===== src/rtl/cache_pkg.sv =====
// Shared types and default geometry for the direct-mapped cache.
// The DM_CACHE_STATS_EN build also uses the saturating counter helper below.
package cache_pkg;

  localparam int DEF_ADDR_W = 8;
  localparam int DEF_DATA_W = 8;
  localparam int DEF_IDX_W  = 3;
  localparam int CNT_W      = 32;

  typedef enum logic [2:0] {
    ST_IDLE,
    ST_LOOKUP,
    ST_REFILL,
    ST_WTHRU,
    ST_RESP
  } state_e;

  function automatic logic [CNT_W-1:0] sat_inc(input logic [CNT_W-1:0] v);
    return (&v) ? v : v + CNT_W'(1);
  endfunction

endpackage


===== src/rtl/dm_cache_array.sv =====
// Line storage: per-line valid bits in flops, tag and data in RAM-style arrays.
// One shared read/write index; read data is registered, so it appears the cycle after the index.
module dm_cache_array #(
  parameter int IDX_W  = 3,
  parameter int TAG_W  = 5,
  parameter int DATA_W = 8
) (
  input  logic              clk,
  input  logic              rst,
  input  logic              clear_all,
  input  logic [IDX_W-1:0]  addr,
  input  logic              we,
  input  logic [TAG_W-1:0]  wtag,
  input  logic [DATA_W-1:0] wdata,
  output logic              rvalid,
  output logic [TAG_W-1:0]  rtag,
  output logic [DATA_W-1:0] rdata
);

  localparam int LINES = 1 << IDX_W;

  logic [LINES-1:0]  valid_q;
  logic [TAG_W-1:0]  tag_mem  [LINES];
  logic [DATA_W-1:0] data_mem [LINES];
  logic              rvalid_q;
  logic [TAG_W-1:0]  rtag_q;
  logic [DATA_W-1:0] rdata_q;

  // Valid bits are the only reset storage; a clear wipes every line at once.
  genvar gi;
  generate
    for (gi = 0; gi < LINES; gi++) begin : g_valid
      always_ff @(posedge clk or posedge rst) begin
        if (rst) begin
          valid_q[gi] <= 1'b0;
        end else if (clear_all) begin
          valid_q[gi] <= 1'b0;
        end else if (we && (addr == IDX_W'(gi))) begin
          valid_q[gi] <= 1'b1;
        end
      end
    end
  endgenerate

  always_ff @(posedge clk or posedge rst) begin
    if (rst) begin
      rvalid_q <= 1'b0;
    end else begin
      rvalid_q <= valid_q[addr];
    end
  end

  always_ff @(posedge clk) begin
    if (we) begin
      tag_mem[addr]  <= wtag;
      data_mem[addr] <= wdata;
    end
    rtag_q  <= tag_mem[addr];
    rdata_q <= data_mem[addr];
  end

  assign rvalid = rvalid_q;
  assign rtag   = rtag_q;
  assign rdata  = rdata_q;

endmodule


===== src/rtl/dm_cache.sv =====
// Direct-mapped, write-through, no-write-allocate cache with one word per line.
// Define DM_CACHE_STATS_EN to add saturating hit_cnt/miss_cnt outputs.
module dm_cache
  import cache_pkg::*;
#(
  parameter int ADDR_W = DEF_ADDR_W,
  parameter int DATA_W = DEF_DATA_W,
  parameter int IDX_W  = DEF_IDX_W
) (
  input  logic              clk,
  input  logic              rst,
  input  logic              req_valid,
  input  logic              req_wr,
  input  logic [ADDR_W-1:0] req_addr,
  input  logic [DATA_W-1:0] req_wdata,
  output logic              req_ready,
  output logic              rsp_valid,
  output logic [DATA_W-1:0] rsp_data,
  output logic              rsp_hit,
  input  logic              flush,
  output logic              mem_req,
  output logic              mem_wr,
  output logic [ADDR_W-1:0] mem_addr,
  output logic [DATA_W-1:0] mem_wdata,
  input  logic [DATA_W-1:0] mem_rdata,
  input  logic              mem_ack
`ifdef DM_CACHE_STATS_EN
  ,
  output logic [CNT_W-1:0]  hit_cnt,
  output logic [CNT_W-1:0]  miss_cnt
`endif
);

  localparam int TAG_W = ADDR_W - IDX_W;

  state_e            state_q;
  logic [ADDR_W-1:0] addr_q;
  logic [DATA_W-1:0] wdata_q;
  logic              wr_q;
  logic              hit_q;
  logic              rsp_valid_q;
  logic              rsp_hit_q;
  logic [DATA_W-1:0] rsp_data_q;
  logic              mem_req_q;
  logic              mem_wr_q;
  logic [ADDR_W-1:0] mem_addr_q;
  logic [DATA_W-1:0] mem_wdata_q;

  logic              arr_clear;
  logic [IDX_W-1:0]  arr_addr;
  logic              arr_we;
  logic [DATA_W-1:0] arr_wdata;
  logic              arr_valid;
  logic [TAG_W-1:0]  arr_tag;
  logic [DATA_W-1:0] arr_data;
  logic              lookup_hit;

  // In IDLE the array is indexed by the live request so the registered read
  // is ready exactly when LOOKUP begins; afterwards the captured address drives it.
  assign arr_addr   = (state_q == ST_IDLE) ? req_addr[IDX_W-1:0] : addr_q[IDX_W-1:0];
  assign arr_clear  = (state_q == ST_IDLE) && flush;
  assign lookup_hit = arr_valid && (arr_tag == addr_q[ADDR_W-1:IDX_W]);
  assign arr_we     = ((state_q == ST_LOOKUP) && wr_q && lookup_hit) ||
                      ((state_q == ST_REFILL) && mem_ack);
  assign arr_wdata  = (state_q == ST_REFILL) ? mem_rdata : wdata_q;

  dm_cache_array #(
    .IDX_W (IDX_W),
    .TAG_W (TAG_W),
    .DATA_W(DATA_W)
  ) u_array (
    .clk      (clk),
    .rst      (rst),
    .clear_all(arr_clear),
    .addr     (arr_addr),
    .we       (arr_we),
    .wtag     (addr_q[ADDR_W-1:IDX_W]),
    .wdata    (arr_wdata),
    .rvalid   (arr_valid),
    .rtag     (arr_tag),
    .rdata    (arr_data)
  );

  always_ff @(posedge clk or posedge rst) begin
    if (rst) begin
      state_q     <= ST_IDLE;
      addr_q      <= '0;
      wdata_q     <= '0;
      wr_q        <= 1'b0;
      hit_q       <= 1'b0;
      rsp_valid_q <= 1'b0;
      rsp_hit_q   <= 1'b0;
      rsp_data_q  <= '0;
      mem_req_q   <= 1'b0;
      mem_wr_q    <= 1'b0;
      mem_addr_q  <= '0;
      mem_wdata_q <= '0;
    end else begin
      case (state_q)
        ST_IDLE: begin
          // flush wins over a simultaneous request
          if (!flush && req_valid) begin
            addr_q  <= req_addr;
            wdata_q <= req_wdata;
            wr_q    <= req_wr;
            state_q <= ST_LOOKUP;
          end
        end
        ST_LOOKUP: begin
          hit_q <= lookup_hit;
          if (wr_q) begin
            mem_req_q   <= 1'b1;
            mem_wr_q    <= 1'b1;
            mem_addr_q  <= addr_q;
            mem_wdata_q <= wdata_q;
            state_q     <= ST_WTHRU;
          end else if (lookup_hit) begin
            rsp_valid_q <= 1'b1;
            rsp_hit_q   <= 1'b1;
            rsp_data_q  <= arr_data;
            state_q     <= ST_RESP;
          end else begin
            mem_req_q  <= 1'b1;
            mem_wr_q   <= 1'b0;
            mem_addr_q <= addr_q;
            state_q    <= ST_REFILL;
          end
        end
        ST_REFILL: begin
          if (mem_ack) begin
            mem_req_q   <= 1'b0;
            rsp_valid_q <= 1'b1;
            rsp_hit_q   <= 1'b0;
            rsp_data_q  <= mem_rdata;
            state_q     <= ST_RESP;
          end
        end
        ST_WTHRU: begin
          if (mem_ack) begin
            mem_req_q   <= 1'b0;
            mem_wr_q    <= 1'b0;
            rsp_valid_q <= 1'b1;
            rsp_hit_q   <= hit_q;
            rsp_data_q  <= wdata_q;
            state_q     <= ST_RESP;
          end
        end
        ST_RESP: begin
          rsp_valid_q <= 1'b0;
          state_q     <= ST_IDLE;
        end
        default: state_q <= ST_IDLE;
      endcase
    end
  end

  assign req_ready = (state_q == ST_IDLE) && !flush;
  assign rsp_valid = rsp_valid_q;
  assign rsp_hit   = rsp_hit_q;
  assign rsp_data  = rsp_data_q;
  assign mem_req   = mem_req_q;
  assign mem_wr    = mem_wr_q;
  assign mem_addr  = mem_addr_q;
  assign mem_wdata = mem_wdata_q;

`ifdef DM_CACHE_STATS_EN
  logic [CNT_W-1:0] hit_cnt_q;
  logic [CNT_W-1:0] miss_cnt_q;

  // Counters survive flush; only reset clears them.
  always_ff @(posedge clk or posedge rst) begin
    if (rst) begin
      hit_cnt_q  <= '0;
      miss_cnt_q <= '0;
    end else if (state_q == ST_RESP) begin
      if (rsp_hit_q) begin
        hit_cnt_q <= sat_inc(hit_cnt_q);
      end else begin
        miss_cnt_q <= sat_inc(miss_cnt_q);
      end
    end
  end

  assign hit_cnt  = hit_cnt_q;
  assign miss_cnt = miss_cnt_q;
`endif

endmodule


===== config.mk =====
export PLATFORM = sky130hd
export DESIGN_NAME = dm_cache
export DESIGN_NICKNAME = d
export VERILOG_FILES = /design/src/rtl/cache_pkg.sv /design/src/rtl/dm_cache_array.sv /design/src/rtl/dm_cache.sv
export SDC_FILE = /design/constraint.sdc
export NUM_CORES = 1
export LEC_CHECK = 0
export CORE_MARGIN = 3
export CORE_UTILIZATION = 50
export DETAILED_ROUTE_END_ITERATION = 10
export PLACE_DENSITY = 0.7
export SLEW_MARGIN = 20
export SYNTH_ARGS = -nofsm -noshare
export SYNTH_HDL_FRONTEND = slang
export SYNTH_SLANG_ARGS = --single-unit

===== constraint.sdc =====
create_clock -name clk -period 9 [get_ports clk]
set_input_delay 1.35 -clock clk [delete_from_list [all_inputs] [get_ports clk]]
set_output_delay 1.35 -clock clk [all_outputs]
set_load 0.03 [all_outputs]

==> run metrics <==
status=complete, no violations; Top FF cell, synth=edfxtp_1; Hold Fails Final Rpt=0; Seq cells post-synth=175; die height=124.1 um; Synth area leaders=edfxtp_1, dfrtp_1, mux2_2; number of flops mapped to enable cells by yosys=approximately 100; IO Count=59; H-tree depth=4; Final Worst Setup Slack=5.060 ns; Total GRT Usage=between 10% and 20%; Distinct cells, synth=38; Cells after Synth=468; met2 wire length=7.262 mm; Slew Viols, Final=0; TritonRoute pass-1 iters=5; Synth warnings=0; final setup vio count=0; first-pass GRT wire length=roughly 22 mm; vias=4,143; hold slack=0.4894 ns; RSZ-0062 raised after global routing=false; part of the Yosys area used for sequential elements=69.37%; grt total ovfl=0; # diodes=0; DRT antenna net count=0; DRC violations left=0; maximum clock insertion buffer count=2; class of the worst hold path=flop to flop; Final Power=~3 mW; drt first-iter violations=328; Critical Path End Type=output port; initial antenna violation count=0; CP bufs+invs=2; Avg Cell Area, Syn=14.89 sq um; slew at the pin closest to its max-slew limit=between 1 and 1.5 ns; critical path required time=~7.7 ns; FP Rows=42; Period minus WS final=3.940 ns; Root Driver=clkbuf_16; wire per inst=roughly 20 um; vias in the first global route=4,126; fin area=8307 sq um; largest area contributor in the netlist=edfxtp_1; leakage=3.019 nW; most common library cells after synthesis=edfxtp_1, mux2_2, nand2_1; nets@finish=around 550; critical path's top delay family=buffers and inverters; top layer in use=met4; DRT met1 WL=6.153 mm; TritonCTS clock tree=built; CTS Buf Count=17; Core ar.=13,450 sq um; Worst Setup Start Kind=input port; Vias/cell=5.819; IO Port Bufs=58; DP Area=7702 sq um; Worst Setup Path Type=input port to output port; largest net degree at the start of global routing=34; WP data arrival=2.59 ns; postcts setup bufs=0; Place WS=4.779 ns; CP dominant cell by count=clkdlybuf4s50_1; Die Area=15,390 sq um; final WL=14.37 mm; Highest Clock Rate=253.8 MHz; Die W=124.1 um; Max-slew headroom=26.77%; Crit path largest cell delay=0.68 ns; MaxCap Viol Count=0; Synthesized Nets=roughly 500; layout cells sized above 1=21.64%; Final TNS setup=0 ns; met3 routed WL=about 680 um; initial core utilization=51.80%; P&R area growth vs syn=19.19%; fraction of registers with async set or reset after synthesis=roughly a third; clk slew on worst S/H paths=0.06 ns; post-synthesis cell area=~7000 sq um; ordered list of cells on the worst path=clkdlybuf4s50_1 > nor2_1 > clkdlybuf4s50_1; Critical-path top delay cell=clkdlybuf4s50_1; Post-DP HPWL=~9.5 mm; Final period util=43.78%; worst-skew pair later-pin latency=0.42 ns; total power per unit cell area=372.3 nW/um^2; Final Skew=0.01139 ns; CTS sink cnt=between 150 and 200; worst-path fanout max=3; maximum vdd ir drop=242.3 uV; PostCTS Resize Cnt=0; most frequent cell after synthesis=edfxtp_1; Final Wtd Congestion=0.8040; share of the synthesized area in the top cell type=44.81%; hold-fix buffer count after cts=0
## cell type report
cell class                      count  area, sq um
Clock buffer                       27        514.2
Multi-Input combinational cell    261         2031
Inverter                            6        22.52
Clock inverter                      5        53.80
Timing Repair Buffer               62        630.6
Sequential cell                   175         4835
Tap cell                          176        220.2
Fill cell                        1045         5146
## final timing paths
path / slack (ns) / from / to / cells after the start
min in group asynchronous: 1.29 / rst / u_array.valid_q[1] / 2
setup / recovery: 5.06 / flush / req_ready / 3
max in group asynchronous: 6.87 / rst / wdata_q[6] / 3
setup reg to reg: 5.36 / state_q[0] / u_array.data_mem[7][5] / 5
hold reg to reg: 0.49 / u_array.valid_q[4] / u_array.valid_q[4] / 2
hold / removal: 0.49 / u_array.valid_q[4] / u_array.valid_q[4] / 2
## kinds of logic (layout without fill, tap and decap cells)
logic type / after synthesis / in the layout / share of synthesized area (%)
AO/OA/AOI/OAI: 74 / 74 / 7.936
flip-flops: 175 / 175 / 69.37
AND/OR/NAND/NOR: 97 / 97 / 6.248
XOR/XNOR: 2 / 2 / 0.2514
buffers and inverters: 32 / 100 / 2.154
multiplexers: 88 / 88 / 14.04
## per-layer routing
| layer | vias up | global-route usage [%] |
|---|---|---|
| met1 | 2120 | 25.81 |
| met3 | 25 | 4.314 |
| met4 | 0 | 6.639 |
| met5 | - | 0 |
| li1 | 1879 | - |
| met2 | 119 | 31.99 |
## cells in the final DEF (no fill, tap or decap), types with 3 or more instances in the layout
| master | n |
|---|---|
| inv_1 | 5 |
| edfxtp_1 | 104 |
| a221oi_1 | 27 |
| mux2i_1 | 11 |
| nor2_2 | 3 |
| mux2_2 | 75 |
| clkbuf_1 | 6 |
| nand3b_1 | 4 |
| dfxtp_1 | 13 |
| a22oi_1 | 13 |
| nand2_1 | 62 |
| clkdlybuf4s50_1 | 58 |
| o21ai_0 | 20 |
| buf_4 | 3 |
| nor2b_1 | 3 |
| nand2b_1 | 6 |
| nor2_1 | 9 |
| clkbuf_8 | 3 |
| dfrtp_1 | 58 |
| clkbuf_16 | 18 |
| or3_1 | 4 |
## power breakdown
group | leakage [nW] | switching, mW | internal (mW)
Sequential | 1.76 | 0.156 | 1.11
Clock | 0.277 | 0.284 | 0.420
Combinational | 0.984 | 0.643 | 0.479
## per-stage QoR
stage / utilization [%] / cells
after floorplan: - / 468
after global placement: 57.17 / 679
after detailed placement: 57.25 / 679
after CTS: 61.48 / 711
after global routing: 61.75 / 712
final: 61.75 / 712
## worst register-to-register path, delay by kind of cell, from the launching register on
family | cells | cell delay (ns)
flip-flops | 1 | 0.66
AND/OR/NAND/NOR | 5 | 2.60
## state kept, by name, summed over array words and instances, names as in the netlist, 3 cells and up
signal,flops
mem_addr,8
addr_q,8
u_array.valid_q,8
u_array.rtag,5
wdata_q,8
mem_wdata,8
rsp_data,8
u_array.data_mem,64
u_array.tag_mem,40
state_q,3
u_array.rdata,8
No activity file was read; power rests on OpenSTA's default activity.
